[config.mk]
export PLATFORM = sky130hd
export DESIGN_NAME = simon_serial_ctrl
export DESIGN_NICKNAME = d
export VERILOG_FILES = /design/src/rtl/simon_serial_ctrl.sv
export SDC_FILE = /design/constraint.sdc
export NUM_CORES = 1
export LEC_CHECK = 0
export BUFFER_PORTS_ARGS = -buffer_cell sky130_fd_sc_hd__buf_2
export CAP_MARGIN = 15
export CORE_AREA = 2 2 112 135
export CTS_BUF_LIST = sky130_fd_sc_hd__clkbuf_4 sky130_fd_sc_hd__clkbuf_8
export DETAILED_ROUTE_END_ITERATION = 16
export DIE_AREA = 0 0 114 137
export MAX_ROUTING_LAYER = met4
export PLACE_DENSITY = 0.46
export SLEW_MARGIN = 0
export SYNTH_ARGS = -nofsm -noshare
export SYNTH_HDL_FRONTEND = slang
export SYNTH_SLANG_ARGS = --single-unit
export TNS_END_PERCENT = 100
[constraint.sdc]
create_clock -name clk -period 1.7 [get_ports clk]
set_input_delay 0.17 -clock clk [delete_from_list [all_inputs] [get_ports clk]]
set_output_delay 0.17 -clock clk [all_outputs]
set_load 0.01 [all_outputs]
[src/rtl/simon_serial_ctrl.sv]
// simon_serial_ctrl: byte-serial key/plaintext loader, round sequencer and ciphertext collector for a bit-serial SIMON 64/128 datapath.
// Defining SIMON_CTRL_ABORT_EN adds an abort input that cancels any operation in progress.
module simon_serial_ctrl #(
    parameter int NUM_ROUNDS  = 44,
    parameter int KEY_BYTES   = 16,
    parameter int BLOCK_BYTES = 8
) (
    input  logic       clk,
    input  logic       reset,
    input  logic       start,
    input  logic [7:0] in_data,
    input  logic       in_valid,
    output logic       in_ready,
    output logic [7:0] out_data,
    output logic       out_valid,
    input  logic       out_ready,
    input  logic       cipher_in,
    output logic       data_in,
    output logic [1:0] data_rdy,
    output logic [5:0] bit_counter,
    output logic       busy,
`ifdef SIMON_CTRL_ABORT_EN
    input  logic       abort,
`endif
    output logic       done
);
    localparam int KEY_BITS = KEY_BYTES * 8;
    localparam int PT_BITS  = BLOCK_BYTES * 8;

    typedef enum logic [2:0] {IDLE, LOAD_KEY, LOAD_PT, RUN, READOUT} state_t;
    state_t state;

    logic [7:0]  buf_q, col, col_shift, col_bytes, out_bytes;
    logic [2:0]  buf_idx, col_idx;
    logic [15:0] load_cnt;
    logic [6:0]  round_cnt;
    logic        buf_full, col_full, clr;
    logic        loading, shifting, last_bit, key_end, pt_end, accept, sampling, out_free, run_end;

`ifdef SIMON_CTRL_ABORT_EN
    assign clr = !reset || (abort && state != IDLE);
`else
    assign clr = !reset;
`endif

    assign loading   = state == LOAD_KEY || state == LOAD_PT;
    assign shifting  = loading && buf_full;
    assign last_bit  = shifting && buf_idx == 3'd7;
    assign key_end   = shifting && state == LOAD_KEY && load_cnt == 16'(KEY_BITS - 1);
    assign pt_end    = shifting && state == LOAD_PT && load_cnt == 16'(PT_BITS - 1);
    // the final plaintext bit cycle must not accept a byte: nothing would consume it
    assign in_ready  = loading && (!buf_full || (last_bit && !pt_end));
    assign accept    = in_valid && in_ready;
    assign sampling  = state == READOUT && !col_full && col_bytes != 8'(BLOCK_BYTES);
    assign col_shift = {cipher_in, col[7:1]};
    assign out_free  = !out_valid || out_ready;
    assign run_end   = state == RUN && round_cnt == 7'(NUM_ROUNDS - 1) && bit_counter == 6'd63;
    assign data_in   = shifting && buf_q[0];
    assign data_rdy  = state == RUN ? 2'd3 :
                       (state == LOAD_KEY && buf_full) ? 2'd2 :
                       (shifting || sampling) ? 2'd1 : 2'd0;

    always_ff @(posedge clk) begin
        if (clr) begin
            state       <= IDLE;
            buf_q       <= '0;
            buf_idx     <= '0;
            buf_full    <= 1'b0;
            load_cnt    <= '0;
            round_cnt   <= '0;
            col         <= '0;
            col_idx     <= '0;
            col_full    <= 1'b0;
            col_bytes   <= '0;
            out_bytes   <= '0;
            bit_counter <= '0;
            out_data    <= '0;
            out_valid   <= 1'b0;
            busy        <= 1'b0;
            done        <= 1'b0;
        end else begin
            done <= 1'b0;
            case (state)
                IDLE: begin
                    if (start) begin
                        state       <= LOAD_KEY;
                        busy        <= 1'b1;
                        bit_counter <= '0;
                        load_cnt    <= '0;
                        buf_full    <= 1'b0;
                    end
                end
                LOAD_KEY, LOAD_PT: begin
                    if (shifting) begin
                        buf_q       <= buf_q >> 1;
                        buf_idx     <= buf_idx + 3'd1;
                        bit_counter <= bit_counter + 6'd1;
                        load_cnt    <= load_cnt + 16'd1;
                    end
                    if (accept) begin
                        buf_q    <= in_data;
                        buf_full <= 1'b1;
                        buf_idx  <= '0;
                    end else if (last_bit) begin
                        buf_full <= 1'b0;
                    end
                    // a byte accepted on the last key bit stays buffered as plaintext
                    if (key_end) begin
                        state       <= LOAD_PT;
                        bit_counter <= '0;
                        load_cnt    <= '0;
                    end
                    if (pt_end) begin
                        state       <= RUN;
                        bit_counter <= '0;
                        round_cnt   <= '0;
                    end
                end
                RUN: begin
                    bit_counter <= bit_counter + 6'd1;
                    if (bit_counter == 6'd63) round_cnt <= round_cnt + 7'd1;
                    if (run_end) begin
                        state       <= READOUT;
                        bit_counter <= '0;
                        col_idx     <= '0;
                        col_full    <= 1'b0;
                        col_bytes   <= '0;
                        out_bytes   <= '0;
                    end
                end
                READOUT: begin
                    if (sampling) begin
                        col         <= col_shift;
                        col_idx     <= col_idx + 3'd1;
                        bit_counter <= bit_counter + 6'd1;
                    end
                    if (out_valid && out_ready) begin
                        out_valid <= 1'b0;
                        out_bytes <= out_bytes + 8'd1;
                    end
                    // a full collector waits in place until the output register frees up
                    if (sampling && col_idx == 3'd7) begin
                        if (out_free) begin
                            out_data  <= col_shift;
                            out_valid <= 1'b1;
                            col_bytes <= col_bytes + 8'd1;
                        end else begin
                            col_full <= 1'b1;
                        end
                    end else if (col_full && out_ready) begin
                        out_data  <= col;
                        out_valid <= 1'b1;
                        col_full  <= 1'b0;
                        col_bytes <= col_bytes + 8'd1;
                    end
                    if (out_valid && out_ready && out_bytes == 8'(BLOCK_BYTES - 1)) begin
                        state <= IDLE;
                        busy  <= 1'b0;
                        done  <= 1'b1;
                    end
                end
                default: state <= IDLE;
            endcase
        end
    end
endmodule

# [Word level (Yosys, flattened, before mapping)]
# Cells that the tools add are included.
[word_totals] input_bits=14 register_bits=83
[op_classes] addsub=7 n_eq_ne=27 muxes=57 reduce_logical=50
[ops] op="two-way mux 8 bit" count=10
[ops] op="two-way mux 16 bit" count=3
[ops] op="two-way mux 6 bit" count=6
[ops] op="case mux 16 bit (2 select lines)" count=1
[ops] op="case mux 8 bit (2 select lines)" count=2
[ops] op="two-way mux 3 bit" count=9
[ops] op="case mux 6 bit (4 select lines)" count=1
[ops] op="AND reduction 3 bit" count=7
[ops] op="logical AND 1 bit" count=19
[ops] op="adder 16 x 1 -> 16 bit (second input constant)" count=1
[ops] op="adder 8 x 1 -> 8 bit (second input constant)" count=2
[ops] op="equality test 16 x 6 -> 1 bit (second input constant)" count=1
[ops] op="equality test 16 x 7 -> 1 bit (second input constant)" count=1
[ops] op="AND reduction 4 bit" count=4
[ops] op="two-way mux 1 bit" count=15
[ops] op="!= test 3 bit (second input constant)" count=5
[ops] op="two-way mux 7 bit" count=2
[ops] op="case mux 7 bit (2 select lines)" count=1
[ops] op="case mux 3 bit (4 select lines)" count=1
[ops] op="nonzero test 2 bit" count=6
[ops] op="!= test 2 bit (second input constant)" count=5
[ops] op="equality test 3 bit (second input constant)" count=3
[ops] op="equality test 8 x 3 -> 1 bit (second input constant)" count=1
[ops] op="!= test 8 x 4 -> 1 bit (second input constant)" count=1
[ops] op="19 further kinds" count=34

# [Longest topological paths before layout]
# Gate-level depths: netlist of run 1.
[depth] depth_word=12 depth_mapped=10 depth_no_buf=8

# [Least setup slack after synthesis of run 1]
# OpenSTA, ideal clock, no wires.
[synth_timing] path_type="register to register" startpoint="reg bit_counter[0]" endpoint="reg out_bytes[7]" arrival_time_ps=1868 path_slack_ps=-296 stages_incl_launch_ff=9 synth_period_minus_slack_ps=1996 t_required_ps=1572 path_cell_list="dfxtp_1 -> ha_1 -> and4_1 -> nand4_1 -> or2_1 -> buf_2 -> a2111oi_4 -> xnor2_1 -> nor2_1"
[synth_via] elab_chain_len=4
[synth_lines] element="start: declaration" line_no="20" rtl="output logic [5:0] bit_counter,"
[synth_lines] element="start signal: assignment" line_no="97" rtl="bit_counter <= bit_counter + 6'd1;"
[synth_lines] element="start signal: assignment" line_no="120" rtl="bit_counter <= bit_counter + 6'd1;"
[synth_lines] element="start signal: assignment" line_no="135" rtl="bit_counter <= bit_counter + 6'd1;"
[synth_lines] element="equality test 6 bit" line_no="57" rtl="assign run_end = state == RUN && round_cnt == 7'(NUM_ROUNDS - 1) && bit_counter == 6'd63;"
[synth_lines] element="logical AND 1 bit" line_no="57"
[synth_lines] element="!= test 2 bit (no source line)"
[synth_lines] element="AND reduction 3 bit (no source line)"
[synth_lines] element="end signal: assignment" line_no="139" rtl="out_bytes <= out_bytes + 8'd1;"
[synth_lines] element="end: declaration" line_no="33" rtl="logic [7:0] buf_q, col, col_shift, col_bytes, out_bytes;"
# Every way passes these cells.
# A chain may end at the register's enable or synchronous reset.

# [Worst setup path in the final report of run 1]
[layout_timing] startpoint="reg state[1]" endpoint="out data_rdy[0]"
[layout_via] elab_chain_len=7 word_cells_on_any_way=13
[layout_lines] element="start: declaration" line_no="31" rtl="state_t state;"
[layout_lines] element="start signal: assignment" line_no="65" rtl="state <= IDLE;"
[layout_lines] element="start signal: assignment" line_no="86" rtl="state <= LOAD_KEY;"
[layout_lines] element="start signal: assignment" line_no="109" rtl="state <= LOAD_PT;"
[layout_lines] element="equality test 3 x 1 -> 1 bit (tied with other cells)" line_no="46, 60"
[layout_lines] element="logical OR 1 bit or logical AND 1 bit (tied branches)" line_no="46, 54"
[layout_lines] element="logical AND 1 bit (on tied branches)" line_no="47, 54"
[layout_lines] element="logical OR 1 bit" line_no="61" rtl="(shifting || sampling) ? 2'd1 : 2'd0;"
[layout_lines] element="two-way mux 1 bit" line_no="61"
[layout_lines] element="two-way mux 2 bit" line_no="60" rtl="(state == LOAD_KEY && buf_full) ? 2'd2 :"
[layout_lines] element="two-way mux 2 bit (*)" line_no="59" rtl="assign data_rdy = state == RUN ? 2'd3 :"
[layout_lines] element="end: declaration" line_no="19" rtl="output logic [1:0] data_rdy,"
# Mark *: on every way between the ends. The rest lies on a longest branch, timed or not.

==> results.txt, run 1 <==
worst r2r path cells = 9
detailed-route vias per instance = 4.92
leading area contributor after synthesis = sky130_fd_sc_hd__dfxtp_1
post-synth cell types = 61
Pre-antenna DRT Iters = 4
global-route total usage across every layer = 16.1%
FMAX = 0.513 GHz
fraction of the yosys area taken by sequential cells = 39.5%
primary flip-flop cell chosen by synthesis mapping = sky130_fd_sc_hd__dfxtp_1
placement-stage cell area = 5370 um^2
Std-Cell Core Area = 14300 um^2
number of buffers and inverters on the critical path = 3
Slew Limit Fails = 0
chip width = 114 um
Total Neg Setup Slack = -6.63 ns
Post-Syn Nets = 528
global-route wire length before repair = 19500 um
critical path depth in cells = 6
routed wirelength normalized by instance count = 14.4 um
Vert. Die Dim = 137 um
clock-pin transition on the worst setup and hold timing paths = 0.09 ns
async set or reset register ratio after synthesis = 0%
number of standard cells in the layout, taps in and fillers out = 845
io pins = 35
buffer cell driving the clock tree root = sky130_fd_sc_hd__clkbuf_8
count of inserted antenna diode cells = 0
Num Clock Sinks = 83
data arrival time of the critical path = 1.78 ns
Die Outline Area = 15600 um^2
row count = 48
mean instance size in the synthesized netlist = 8.35 um^2
Final min period = 1.95 ns
hpwl dp = 8050 um
number of H-tree levels = 3
worst slack, placed = -0.181 ns
cts bufs inserted = 9
starting DRC count in detailed routing = 174
Slowest cell on crit path = sky130_fd_sc_hd__or3b_4
CP dominant cell by count = sky130_fd_sc_hd__buf_6
cell leakage power = 2.70 nW
share of the cycle needed by the critical path after routing = 115%
worst clock skew = 0.0142 ns
top post-synthesis cells by area = sky130_fd_sc_hd__dfxtp_1 (39%), sky130_fd_sc_hd__nor2_1 (6.1%), sky130_fd_sc_hd__nand2_1 (5.5%)
Final Cell Area = 6800 um^2
Hold Vio Cnt, Final = 0
worst-case headroom to the max-slew limit = 70.9%
GR Overflow Total = 0
Post-Synthesis Cell Area = 4210 um^2
most frequent cell after synthesis = sky130_fd_sc_hd__dfxtp_1
Worst path max stage delay = 0.40 ns
cells after synthesis = 504
cell family with the largest share of critical-path delay = simple AND/OR/NAND/NOR gates
Final ANT Viol Nets = 0
final worst hold slack = 0.0533 ns
Cell Chain, Critical Path = buf_12 -> or3b_4 -> a211o_1 -> buf_6 -> nand2_2 -> buf_6
portion of synthesized cell area occupied by the leading cell type = 39.5%
source-to-sink clock delay at the later pin of the worst-skew pair = 0.37 ns
CTS tree = done
Crit. End Element = output port
Max-Cap Viols = 0
kind of start point of the critical path = register
Post-synth EDFFs = 0
Crit Path Class = register to output port
number of nets in the finished design = 690
number of cells in the design after placement = 788
violations in the final reports = setup timing
pin count of the biggest net entering global routing = 30
drt drc = 0
most numerous cell types in the synthesized netlist = sky130_fd_sc_hd__dfxtp_1 (83), sky130_fd_sc_hd__nor2_1 (68), sky130_fd_sc_hd__nand2_1 (62)
area growth from synthesis to layout = 61.6%
worst-margin pin slew = 0.436 ns
unrepaired setup endpoints after global routing = true
number of buffers on the longest clock path = 2
worst setup margin = -0.250 ns
Hold WC Path Type = input pin to register
overall routed net length = 12200 um
total via count in the routed design = 4155
via count of the first global-routing pass = 4223
final core utilization = 47.6%
final total power = 4.07 mW
number of stages on the worst hold path = 3
share of final-layout standard cells stronger than drive strength 1 = 50.7%
hold-fix buffers at CTS = 0
starting density of the core = 29.4%
Final GP Congestion = 0.785
initial antenna violation count = 0
final setup violation count = 61
number of synthesized register bits = 83
Port Buffers = 34
power per unit of standard cell area = 598 nW/um^2
required time of the worst setup path = 1.53 ns
Max VDD drop = 350 uV
maximum fanout count along the critical path = 5
Warnings, synthesis = 0
result of the run = finished with violations
[worst min-delay path, cell delays in order]
cell and delay [ns]:
sky130_fd_sc_hd__buf_2 0.11, sky130_fd_sc_hd__nand2_1 0.06, sky130_fd_sc_hd__a21oi_2 0.04
[layout by cell type, fill, tap and decap left out, types with 6 or more instances in the layout]
master	count
sky130_fd_sc_hd__dfxtp_2	13
sky130_fd_sc_hd__mux2i_1	10
sky130_fd_sc_hd__a311oi_2	8
sky130_fd_sc_hd__clkbuf_8	10
sky130_fd_sc_hd__a21oi_2	10
sky130_fd_sc_hd__buf_6	33
sky130_fd_sc_hd__a211oi_2	9
sky130_fd_sc_hd__nor2_1	39
sky130_fd_sc_hd__nand2_1	55
sky130_fd_sc_hd__dfxtp_1	68
sky130_fd_sc_hd__nor3_2	6
sky130_fd_sc_hd__nor2_2	12
sky130_fd_sc_hd__buf_4	103
sky130_fd_sc_hd__a21oi_1	22
sky130_fd_sc_hd__buf_2	31
sky130_fd_sc_hd__xnor2_1	7
sky130_fd_sc_hd__nand3_1	29
sky130_fd_sc_hd__nand4_1	16
sky130_fd_sc_hd__and3_1	7
sky130_fd_sc_hd__nor2_4	17
sky130_fd_sc_hd__xor2_1	20
[kinds of logic (layout without fill, tap and decap cells)]
kind of cell	Yosys count	in the layout	share of synthesized area, %
XOR/XNOR	31	31	6.45
AND/OR/NAND/NOR	240	241	28.3
buffers and inverters	35	200	3.92
flip-flops	83	83	39.5
AO/OA/AOI/OAI	94	94	16.3
multiplexers	10	10	2.38
adder cells (fa/ha/maj)	11	11	3.21
[area by class of cell]
class                   instances  area (um^2)
clock buffers                  10          138
clock inverters                 5         86.3
fillers                      1362         7490
inverters                       7         26.3
multi-input cells             387         3130
flip-flops and latches         83         1690
well taps                     175          219
repair buffers                178         1520
[routing by layer]
metal | share of wire [%] | GRT usage [%] | up-vias
li1 | - | - | 2112
met1 | 43 | 17.8 | 2000
met2 | 54 | 29.2 | 32
met3 | 1.6 | 2.04 | 11
met4 | 1.2 | 6.23 | 0
met5 | 0 | - | -
[timing repair]
item	4_1_cts	5_1_grt
cloned	5	1
gates resized for setup	116	90
buffers inserted	28	14
setup endpoints to repair	62	81
pin swaps	50	58
[report_power, final]
part	internal (mW)	switching (mW)
logic	0.220	0.238
registers	1.96	0.0147
clock network	0.870	0.760
total	3.05	1.01
[path summary, 6_finish.rpt]
check	start	endpoint	slack (ns)
setup / recovery	state[1]	data_rdy[0]	-0.25
hold reg to reg	col[0]	col[0]	0.46
hold / removal	cipher_in	col[7]	0.05
setup reg to reg	col_idx[0]	col_bytes[3]	-0.20
[state kept, by name, summed over array words and instances (netlist names)]
signal       cells
round_cnt        7
col_bytes        8
col_idx          3
busy             1
buf_q            8
col_full         1
out_bytes        8
bit_counter      6
buf_idx          3
col              8
done             1
out_valid        1
state            3
out_data         8
buf_full         1
load_cnt        16
Note: power is estimated with default switching activity, not from simulation.
==> inputs of run 2 (changes only) <==
--- a/config.mk
+++ b/config.mk
@@ -7,12 +7,12 @@
 export LEC_CHECK = 0
 export BUFFER_PORTS_ARGS = -buffer_cell sky130_fd_sc_hd__buf_2
 export CAP_MARGIN = 15
-export CORE_AREA = 2 2 112 135
+export CORE_AREA = 2 2 83 100
 export CTS_BUF_LIST = sky130_fd_sc_hd__clkbuf_4 sky130_fd_sc_hd__clkbuf_8
 export DETAILED_ROUTE_END_ITERATION = 16
-export DIE_AREA = 0 0 114 137
+export DIE_AREA = 0 0 85 102
 export MAX_ROUTING_LAYER = met4
-export PLACE_DENSITY = 0.46
+export PLACE_DENSITY = 0.76
 export SLEW_MARGIN = 0
 export SYNTH_ARGS = -nofsm -noshare
 export SYNTH_HDL_FRONTEND = slang
==> run 2 against run 1 <==
Via count rose by 21%. Clock-buffer cell count fell by 1. Sequential share of layout area rose by 0.45 points. The run still ends with setup timing left. Sequential power barely moved. Flip-flop and latch count did not move. Hold slack improved by 0.024 ns. Wire length rose by 44%. Global-route usage rose by 14 points. Register-to-register slack got worse by 0.31 ns. Critical endpoint is now col_bytes[6]. Fmax fell by 12%.
==> results.txt, run 2 (synthesized netlist as in run 1, its figures left out) <==
result of the run = finished with violations (unchanged)
violations in the final reports = setup timing (unchanged)
number of buffers on the longest clock path = 2 (unchanged)
worst reg2reg startpoint = col_bytes[0] (was col_idx[0])
buffer cell driving the clock tree root = sky130_fd_sc_hd__clkbuf_8 (unchanged)
Vert. Die Dim = 102 um (was 137 um)
Crit. End Element = register (was output port)
top library cells by usage in the layout, fill and taps aside = sky130_fd_sc_hd__buf_4 (103), sky130_fd_sc_hd__dfxtp_1 (69), sky130_fd_sc_hd__nand2_1 (55) (was sky130_fd_sc_hd__buf_4 (103), sky130_fd_sc_hd__dfxtp_1 (68), sky130_fd_sc_hd__nand2_1 (55))
starting density of the core = 54.9% (was 29.4%)
number of H-tree levels = 3 (unchanged)
switching power total = 1.16 mW (was 1.01 mW)
GR Overflow Total = 0 (unchanged)
row count = 35 (was 48)
global-route total usage across every layer = 29.7% (was 16.1%)
Max VDD drop = 796 uV (was 350 uV)
cts bufs inserted = 9 (unchanged)
area growth from synthesis to layout = 59.3% (was 61.6%)
pin count of the biggest net entering global routing = 39 (was 30)
Filler Cells Inserted = 307 (was 1362)
cell family with the largest share of critical-path delay = compound AO/OA/AOI/OAI gates (was simple AND/OR/NAND/NOR gates)
source-to-sink clock delay at the later pin of the worst-skew pair = 0.38 ns (was 0.37 ns)
Cell Chain, Critical Path = inv_2 -> ha_4 -> nor4b_4 -> buf_4 -> a21boi_2 -> o221a_4 -> buf_6 -> o211ai_1 -> xor2_1 -> nor2_1 (was buf_12 -> or3b_4 -> a211o_1 -> buf_6 -> nand2_2 -> buf_6)
number of nets in the finished design = 696 (was 690)
worst slack, placed = -0.213 ns (was -0.181 ns)
io pins = 35 (unchanged)
Std-Cell Core Area = 7660 um^2 (was 14300 um^2)
Final min period = 2.21 ns (was 1.95 ns)
hpwl dp = 7370 um (was 8050 um)
detailed-route vias per instance = 6.53 (was 4.92)
data arrival time of the critical path = 2.47 ns (was 1.78 ns)
Slowest cell on crit path = sky130_fd_sc_hd__dfxtp_2 (was sky130_fd_sc_hd__or3b_4)
via count of the first global-routing pass = 4384 (was 4223)
chip width = 85 um (was 114 um)
Port Buffers = 34 (unchanged)
worst-margin pin slew = 0.404 ns (was 0.436 ns)
worst clock skew = 0.0248 ns (was 0.0142 ns)
Slew Limit Fails = 0 (unchanged)
hold-fix buffers at CTS = 0 (unchanged)
count of inserted antenna diode cells = 0 (unchanged)
share of the cycle needed by the critical path after routing = 130% (was 115%)
final setup violation count = 83 (was 61)
Max-Cap Viols = 0 (unchanged)
Hold Vio Cnt, Final = 0 (unchanged)
maximum fanout count along the critical path = 5 (unchanged)
Final GP Congestion = 0.873 (was 0.785)
required time of the worst setup path = 1.96 ns (was 1.53 ns)
total via count in the routed design = 5023 (was 4155)
number of buffers and inverters on the critical path = 3 (unchanged)
routed wirelength normalized by instance count = 22.8 um (was 14.4 um)
initial antenna violation count = 0 (unchanged)
Hold WC Path Type = input pin to register (unchanged)
slack of the worst reg-to-reg path = -0.51 ns (was -0.20 ns)
global-route wire length before repair = 20100 um (was 19500 um)
worst-case headroom to the max-slew limit = 73.0% (was 70.9%)
switching share of power = 26.7% (was 24.9%)
starting DRC count in detailed routing = 565 (was 174)
Num Clock Sinks = 83 (unchanged)
power per unit of standard cell area = 647 nW/um^2 (was 598 nW/um^2)
overall routed net length = 17500 um (was 12200 um)
Pre-antenna DRT Iters = 7 (was 4)
FMAX = 0.453 GHz (was 0.513 GHz)
flip-flop count of the largest register after layout = 16 (unchanged)
launch instance of the worst min-delay path = in_data[5] (was cipher_in)
share of final-layout standard cells stronger than drive strength 1 = 49.3% (was 50.7%)
combinational cell fraction of total power = 11.1% (was 11.3%)
Die Outline Area = 8670 um^2 (was 15600 um^2)
register with the most flip-flops = load_cnt (unchanged)
drt drc = 0 (unchanged)
commonest non-fill, non-tap cell in the layout = sky130_fd_sc_hd__buf_4 (unchanged)
Final ANT Viol Nets = 0 (unchanged)
Clock Power Share = 43.0% (was 40.1%)
worst setup margin = -0.509 ns (was -0.250 ns)
clock-pin transition on the worst setup and hold timing paths = 0.11 ns (was 0.09 ns)
kind of start point of the critical path = register (unchanged)
Crit Path Class = register to register (was register to output port)
final total power = 4.34 mW (was 4.07 mW)
unrepaired setup endpoints after global routing = true (unchanged)
Worst path max stage delay = 0.34 ns (was 0.40 ns)
CTS tree = done (unchanged)
Total Neg Setup Slack = -17.13 ns (was -6.63 ns)
cell leakage power = 2.71 nW (was 2.70 nW)
worst setup path start = col_bytes[0] (was state[1])
Int Power = 3.18 mW (was 3.05 mW)
sequential cell fraction of total power = 45.8% (was 48.6%)
run 2: changes by cell type in the layout (fill, tap and decap cells not counted), moves of 3 or more:
cell	delta
sky130_fd_sc_hd__dfxtp_2	-4
sky130_fd_sc_hd__buf_6	+7
sky130_fd_sc_hd__o21ai_2	-3
sky130_fd_sc_hd__nor2_4	-5
sky130_fd_sc_hd__dfxtp_4	+3
sky130_fd_sc_hd__o21ai_1	+3
sky130_fd_sc_hd__nor2_1	+6
run 2: stage by stage:
stage	utilization [%]	hold slack (ns)	cells	area, um^2
after global placement	68.8	0.425	707	5270
after detailed placement	68.8	0.440	707	5270
final	87.5	0.0770	769	6700
after global routing	87.5	0.0730	769	6700
after CTS	77.9	0.0345	745	5970
after floorplan	-	0.306	504	4340
run 2: final cells by class:
class / count / area (um^2) / share of cell area [%]
multi-input cells: 388 / 3060 / 45.7
flip-flops and latches: 83 / 1690 / 25.2
repair buffers: 183 / 1560 / 23.2
clock inverters: 7 / 128 / 1.90
clock buffers: 9 / 124 / 1.85
well taps: 92 / 115 / 1.72
inverters: 7 / 26.3 / 0.392
run 2: power groups by stage:
stage	Combinational (mW)	Clock (mW)	Sequential, mW
final	0.483	1.87	1.99
after global routing	0.496	1.93	1.99
after CTS	0.334	1.82	1.98
after detailed placement	0.274	0	2.03
after global placement	0.265	0	2.02
after floorplan	0.153	0	2.02
run 2: timing repair:
action | 4_1_cts | 5_1_grt
gates cloned | 4 | 3
hold endpoints to repair | 0 | 0
setup endpoints to repair | 73 | 82
pin swaps | 42 | 59
buffers inserted | 19 | 25
resized for setup | 71 | 119
run 2: final timing paths:
kind / to / depth (start not counted)
min reg2reg: buf_idx[1] / 2
min: buf_q[5] / 3
max: col_bytes[6] / 10
max reg2reg: col_bytes[6] / 10
run 2: worst min-delay path, delay by kind of cell:
family | cells | cell delay (ns)
buf+inv | 1 | 0.10
simple gates | 1 | 0.09
compound gates | 1 | 0.05
run 2: metal layers:
metal | GRT usage, % | vias up | wire [um] | part of all wire [%]
met5 | - | - | 0 | 0
met4 | 15.6 | 0 | 1270 | 7.2
met3 | 4.85 | 134 | 1280 | 7.3
met2 | 52.6 | 388 | 8840 | 50
met1 | 31.8 | 2370 | 6140 | 35
li1 | - | 2131 | - | -
==> inputs of run 3 (changes only) <==
--- a/config.mk
+++ b/config.mk
@@ -5,15 +5,15 @@
 export SDC_FILE = /design/constraint.sdc
 export NUM_CORES = 1
 export LEC_CHECK = 0
+export ABC_AREA = 1
 export BUFFER_PORTS_ARGS = -buffer_cell sky130_fd_sc_hd__buf_2
 export CAP_MARGIN = 15
-export CORE_AREA = 2 2 83 100
+export CORE_AREA = 2 2 86 104
 export CTS_BUF_LIST = sky130_fd_sc_hd__clkbuf_4 sky130_fd_sc_hd__clkbuf_8
 export DETAILED_ROUTE_END_ITERATION = 16
-export DIE_AREA = 0 0 85 102
+export DIE_AREA = 0 0 88 106
 export MAX_ROUTING_LAYER = met4
 export PLACE_DENSITY = 0.76
-export SLEW_MARGIN = 0
 export SYNTH_ARGS = -nofsm -noshare
 export SYNTH_HDL_FRONTEND = slang
 export SYNTH_SLANG_ARGS = --single-unit
==> run 3 against run 2 <==
The run still ends with setup timing left. Register-to-register slack improved by 0.59 ns. Synthesized cell count up 38%. Clock skew is 0.017 ns lower. Setup slack gained 0.49 ns. Critical path type is now register to output port.
==> results.txt, run 3 <==
result of the run = finished with violations (unchanged)
violations in the final reports = setup timing (unchanged)
Max VDD drop = 532 uV (was 796 uV)
Warnings, synthesis = 0 (unchanged)
Final GP Congestion = 0.892 (was 0.873)
starting DRC count in detailed routing = 229 (was 565)
number of standard cells in the layout, taps in and fillers out = 898 (was 769)
share of the synthesized area in compound gates (AO/OA/AOI/OAI) = 10.9% (was 16.3%)
Vert. Die Dim = 106 um (was 102 um)
portion of synthesized cell area occupied by the leading cell type = 36.5% (was 39.5%)
unrepaired setup endpoints after global routing = true (unchanged)
data arrival time of the critical path = 1.55 ns (was 2.47 ns)
number of cells in the design after placement = 868 (was 707)
Int Power = 2.96 mW (was 3.18 mW)
Clock Power Share = 36.7% (was 43.0%)
CTS tree = done (unchanged)
switching power total = 1.12 mW (was 1.16 mW)
kind of start point of the critical path = register (unchanged)
Post-Syn Nets = 718 (was 528)
worst slack, placed = -0.0184 ns (was -0.213 ns)
Final Cell Area = 5640 um^2 (was 6700 um^2)
cells after synthesis = 694 (was 504)
Slew Limit Fails = 0 (unchanged)
area share of xor/xnor cells in the synthesized design = 2.50% (was 6.45%)
cts bufs inserted = 9 (unchanged)
primary flip-flop cell chosen by synthesis mapping = sky130_fd_sc_hd__dfxtp_1 (unchanged)
worst-case headroom to the max-slew limit = 70.2% (was 73.0%)
worst setup margin = -0.0152 ns (was -0.509 ns)
Post-synth EDFFs = 0 (unchanged)
combinational cell fraction of total power = 14.3% (was 11.1%)
via count of the first global-routing pass = 4285 (was 4384)
drt drc = 0 (unchanged)
most frequent cell after synthesis = sky130_fd_sc_hd__nand2_1 (was sky130_fd_sc_hd__dfxtp_1)
top library cells by usage in the layout, fill and taps aside = sky130_fd_sc_hd__nand2_1 (177), sky130_fd_sc_hd__nor2_1 (83), sky130_fd_sc_hd__inv_1 (65), sky130_fd_sc_hd__dfxtp_1 (65), sky130_fd_sc_hd__a21oi_1 (54) (was sky130_fd_sc_hd__buf_4 (103), sky130_fd_sc_hd__dfxtp_1 (69), sky130_fd_sc_hd__nand2_1 (55))
pin count of the biggest net entering global routing = 24 (was 39)
power per unit of standard cell area = 723 nW/um^2 (was 647 nW/um^2)
number of nets in the finished design = 800 (was 696)
number of H-tree levels = 3 (unchanged)
cell leakage power = 2.33 nW (was 2.71 nW)
FMAX = 0.583 GHz (was 0.453 GHz)
Post-Synthesis Cell Area = 4550 um^2 (was 4210 um^2)
register with the most flip-flops = load_cnt (unchanged)
Pre-antenna DRT Iters = 5 (was 7)
Worst path max stage delay = 0.38 ns (was 0.34 ns)
GR Overflow Total = 0 (unchanged)
Die Outline Area = 9330 um^2 (was 8670 um^2)
hpwl dp = 7820 um (was 7370 um)
main combinational cell family by area after synthesis = simple AND/OR/NAND/NOR gates (unchanged)
Crit Path Class = register to output port (was register to register)
slack of the worst reg-to-reg path = 0.08 ns (was -0.51 ns)
number of buffers and inverters on the critical path = 2 (was 3)
basic-gate share of the synthesized area counting and, or, nand and nor cells = 38.7% (was 28.3%)
Port Buffers = 34 (unchanged)
number of buffers on the longest clock path = 2 (unchanged)
leading area contributor after synthesis = sky130_fd_sc_hd__dfxtp_1 (unchanged)
global-route total usage across every layer = 24.7% (was 29.7%)
switching share of power = 27.6% (was 26.7%)
hold-fix buffers at CTS = 0 (unchanged)
area growth from synthesis to layout = 23.9% (was 59.3%)
async set or reset register ratio after synthesis = 0% (unchanged)
clock-pin transition on the worst setup and hold timing paths = 0.08 ns (was 0.11 ns)
flip-flop count of the largest register after layout = 16 (unchanged)
required time of the worst setup path = 1.53 ns (was 1.96 ns)
worst-margin pin slew = 0.443 ns (was 0.404 ns)
overall routed net length = 10800 um (was 17500 um)
detailed-route vias per instance = 5.19 (was 6.53)
buffer cell driving the clock tree root = sky130_fd_sc_hd__clkbuf_8 (unchanged)
Hold Vio Cnt, Final = 0 (unchanged)
top post-synthesis cells by area = sky130_fd_sc_hd__dfxtp_1 (36%), sky130_fd_sc_hd__nand2_1 (15%), sky130_fd_sc_hd__nor2_1 (7.3%) (was sky130_fd_sc_hd__dfxtp_1 (39%), sky130_fd_sc_hd__nor2_1 (6.1%), sky130_fd_sc_hd__nand2_1 (5.5%))
Final ANT Viol Nets = 0 (unchanged)
fraction of the mapped netlist area in adder cells = 2.75% (was 3.21%)
Hold WC Path Type = input pin to register (unchanged)
placement-stage cell area = 5100 um^2 (was 5270 um^2)
count of inserted antenna diode cells = 0 (unchanged)
post-synth cell types = 36 (was 61)
worst clock skew = 0.00808 ns (was 0.0248 ns)
Crit. End Element = output port (was register)
cell family with the largest share of critical-path delay = simple AND/OR/NAND/NOR gates (was compound AO/OA/AOI/OAI gates)
Slowest cell on crit path = sky130_fd_sc_hd__dfxtp_4 (was sky130_fd_sc_hd__dfxtp_2)
most numerous cell types in the synthesized netlist = sky130_fd_sc_hd__nand2_1 (183), sky130_fd_sc_hd__nor2_1 (88), sky130_fd_sc_hd__dfxtp_1 (83) (was sky130_fd_sc_hd__dfxtp_1 (83), sky130_fd_sc_hd__nor2_1 (68), sky130_fd_sc_hd__nand2_1 (62))
initial antenna violation count = 0 (unchanged)
global-route wire length before repair = 17900 um (was 20100 um)
number of synthesized register bits = 83 (unchanged)
Max-Cap Viols = 0 (unchanged)
share of the cycle needed by the critical path after routing = 101% (was 130%)
multiplexer fraction of the synthesized cell area = 0% (was 2.38%)
final total power = 4.08 mW (was 4.34 mW)
maximum fanout count along the critical path = 5 (unchanged)
starting density of the core = 54.4% (was 54.9%)
source-to-sink clock delay at the later pin of the worst-skew pair = 0.37 ns (was 0.38 ns)
commonest non-fill, non-tap cell in the layout = sky130_fd_sc_hd__nand2_1 (was sky130_fd_sc_hd__buf_4)
Std-Cell Core Area = 8380 um^2 (was 7660 um^2)
Num Clock Sinks = 83 (unchanged)
sequential cell fraction of total power = 49.0% (was 45.8%)
mean instance size in the synthesized netlist = 6.56 um^2 (was 8.35 um^2)
row count = 37 (was 35)
Cell Chain, Critical Path = nor2_4 -> nand2_2 -> nor2_4 -> nand2_2 -> inv_2 -> o21ai_2 -> nand2_1 -> buf_2 (was inv_2 -> ha_4 -> nor4b_4 -> buf_4 -> a21boi_2 -> o221a_4 -> buf_6 -> o211ai_1 -> xor2_1 -> nor2_1)
io pins = 35 (unchanged)
Final min period = 1.72 ns (was 2.21 ns)
total via count in the routed design = 4660 (was 5023)
share of final-layout standard cells stronger than drive strength 1 = 24.5% (was 49.3%)
final setup violation count = 1 (was 83)
fraction of the yosys area taken by sequential cells = 36.5% (was 39.5%)
routed wirelength normalized by instance count = 12.1 um (was 22.8 um)
chip width = 88 um (was 85 um)
-- run 3: changes by cell type after synthesis, sizes merged, moves of 6 or more --
cell	change
xor2	-12
clkbuf	-6
nand2	+131
a21oi	+21
nor3	+9
o21ai	+19
mux2i	-10
a311oi	-8
a211oi	-11
nand3	+28
xnor2	-6
inv	+75
and3	-10
nor2	+25
-- run 3: repair_timing --
item | 4_1_cts | 5_1_grt
setup buffers | 11 | 3
setup endpoints to repair | 9 | 55
pin swaps | 8 | 10
gates resized for setup | 29 | 49
-- run 3: cell families (layout without fill, tap and decap cells) --
kind of cell | Yosys count | in the layout
xor+xnor | 13 | 13
fa+ha+maj | 10 | 10
buf+inv | 100 | 187
compound gates | 95 | 95
flops | 83 | 83
simple gates | 393 | 393
-- run 3: worst min-delay path: cells and delay by family --
| family | cells | cell delay (ns) |
|---|---|---|
| buf+inv | 1 | 0.08 |
| simple gates | 2 | 0.12 |
-- run 3: power groups by stage --
stage / logic (mW) / registers, mW / clock network, mW
floorplan: 0.330 / 2.04 / 0
global placement: 0.496 / 2.04 / 0
detailed placement: 0.502 / 2.04 / 0
CTS: 0.532 / 2.00 / 1.53
global route: 0.643 / 2.01 / 1.60
finish: 0.582 / 2.00 / 1.50
-- run 3: area by class of cell --
type                    instances  area (um^2)
fillers                       748         2740
multi-input cells             511         2670
flip-flops and latches         83         1690
repair buffers                 88          596
inverters                      83          329
clock buffers                  11          151
well taps                     117          146
clock inverters                 5         60.1
-- run 3: worst paths after layout --
kind	startpoint	endpoint	cells past startpoint
max reg2reg	col_bytes[1]	out_data[1]	10
min reg2reg	out_data[7]	out_data[7]	2
max	state[0]	data_rdy[0]	8
min	in_data[0]	buf_q[0]	3
-- run 3: stage by stage --
stage | hold slack (ns) | util (%) | TNS [ns]
4_1_cts | 0.0154 | 65.2 | -0.0499
2_1_floorplan | 0.305 | - | 0
3_3_place_gp | 0.399 | 60.9 | 0
3_5_place_dp | 0.408 | 60.9 | -0.0357
5_1_grt | 0.0280 | 67.3 | -0.405
6_report | 0.0274 | 67.3 | -0.0152
-- run 3: per-layer routing --
layer  GRT usage [%]  part of all wire (%)  wire length, um
met5               -                     0                0
met4            11.0                   2.3              244
met3            4.27                   3.5              381
met2            41.8                    52             5610
met1            28.1                    42             4610
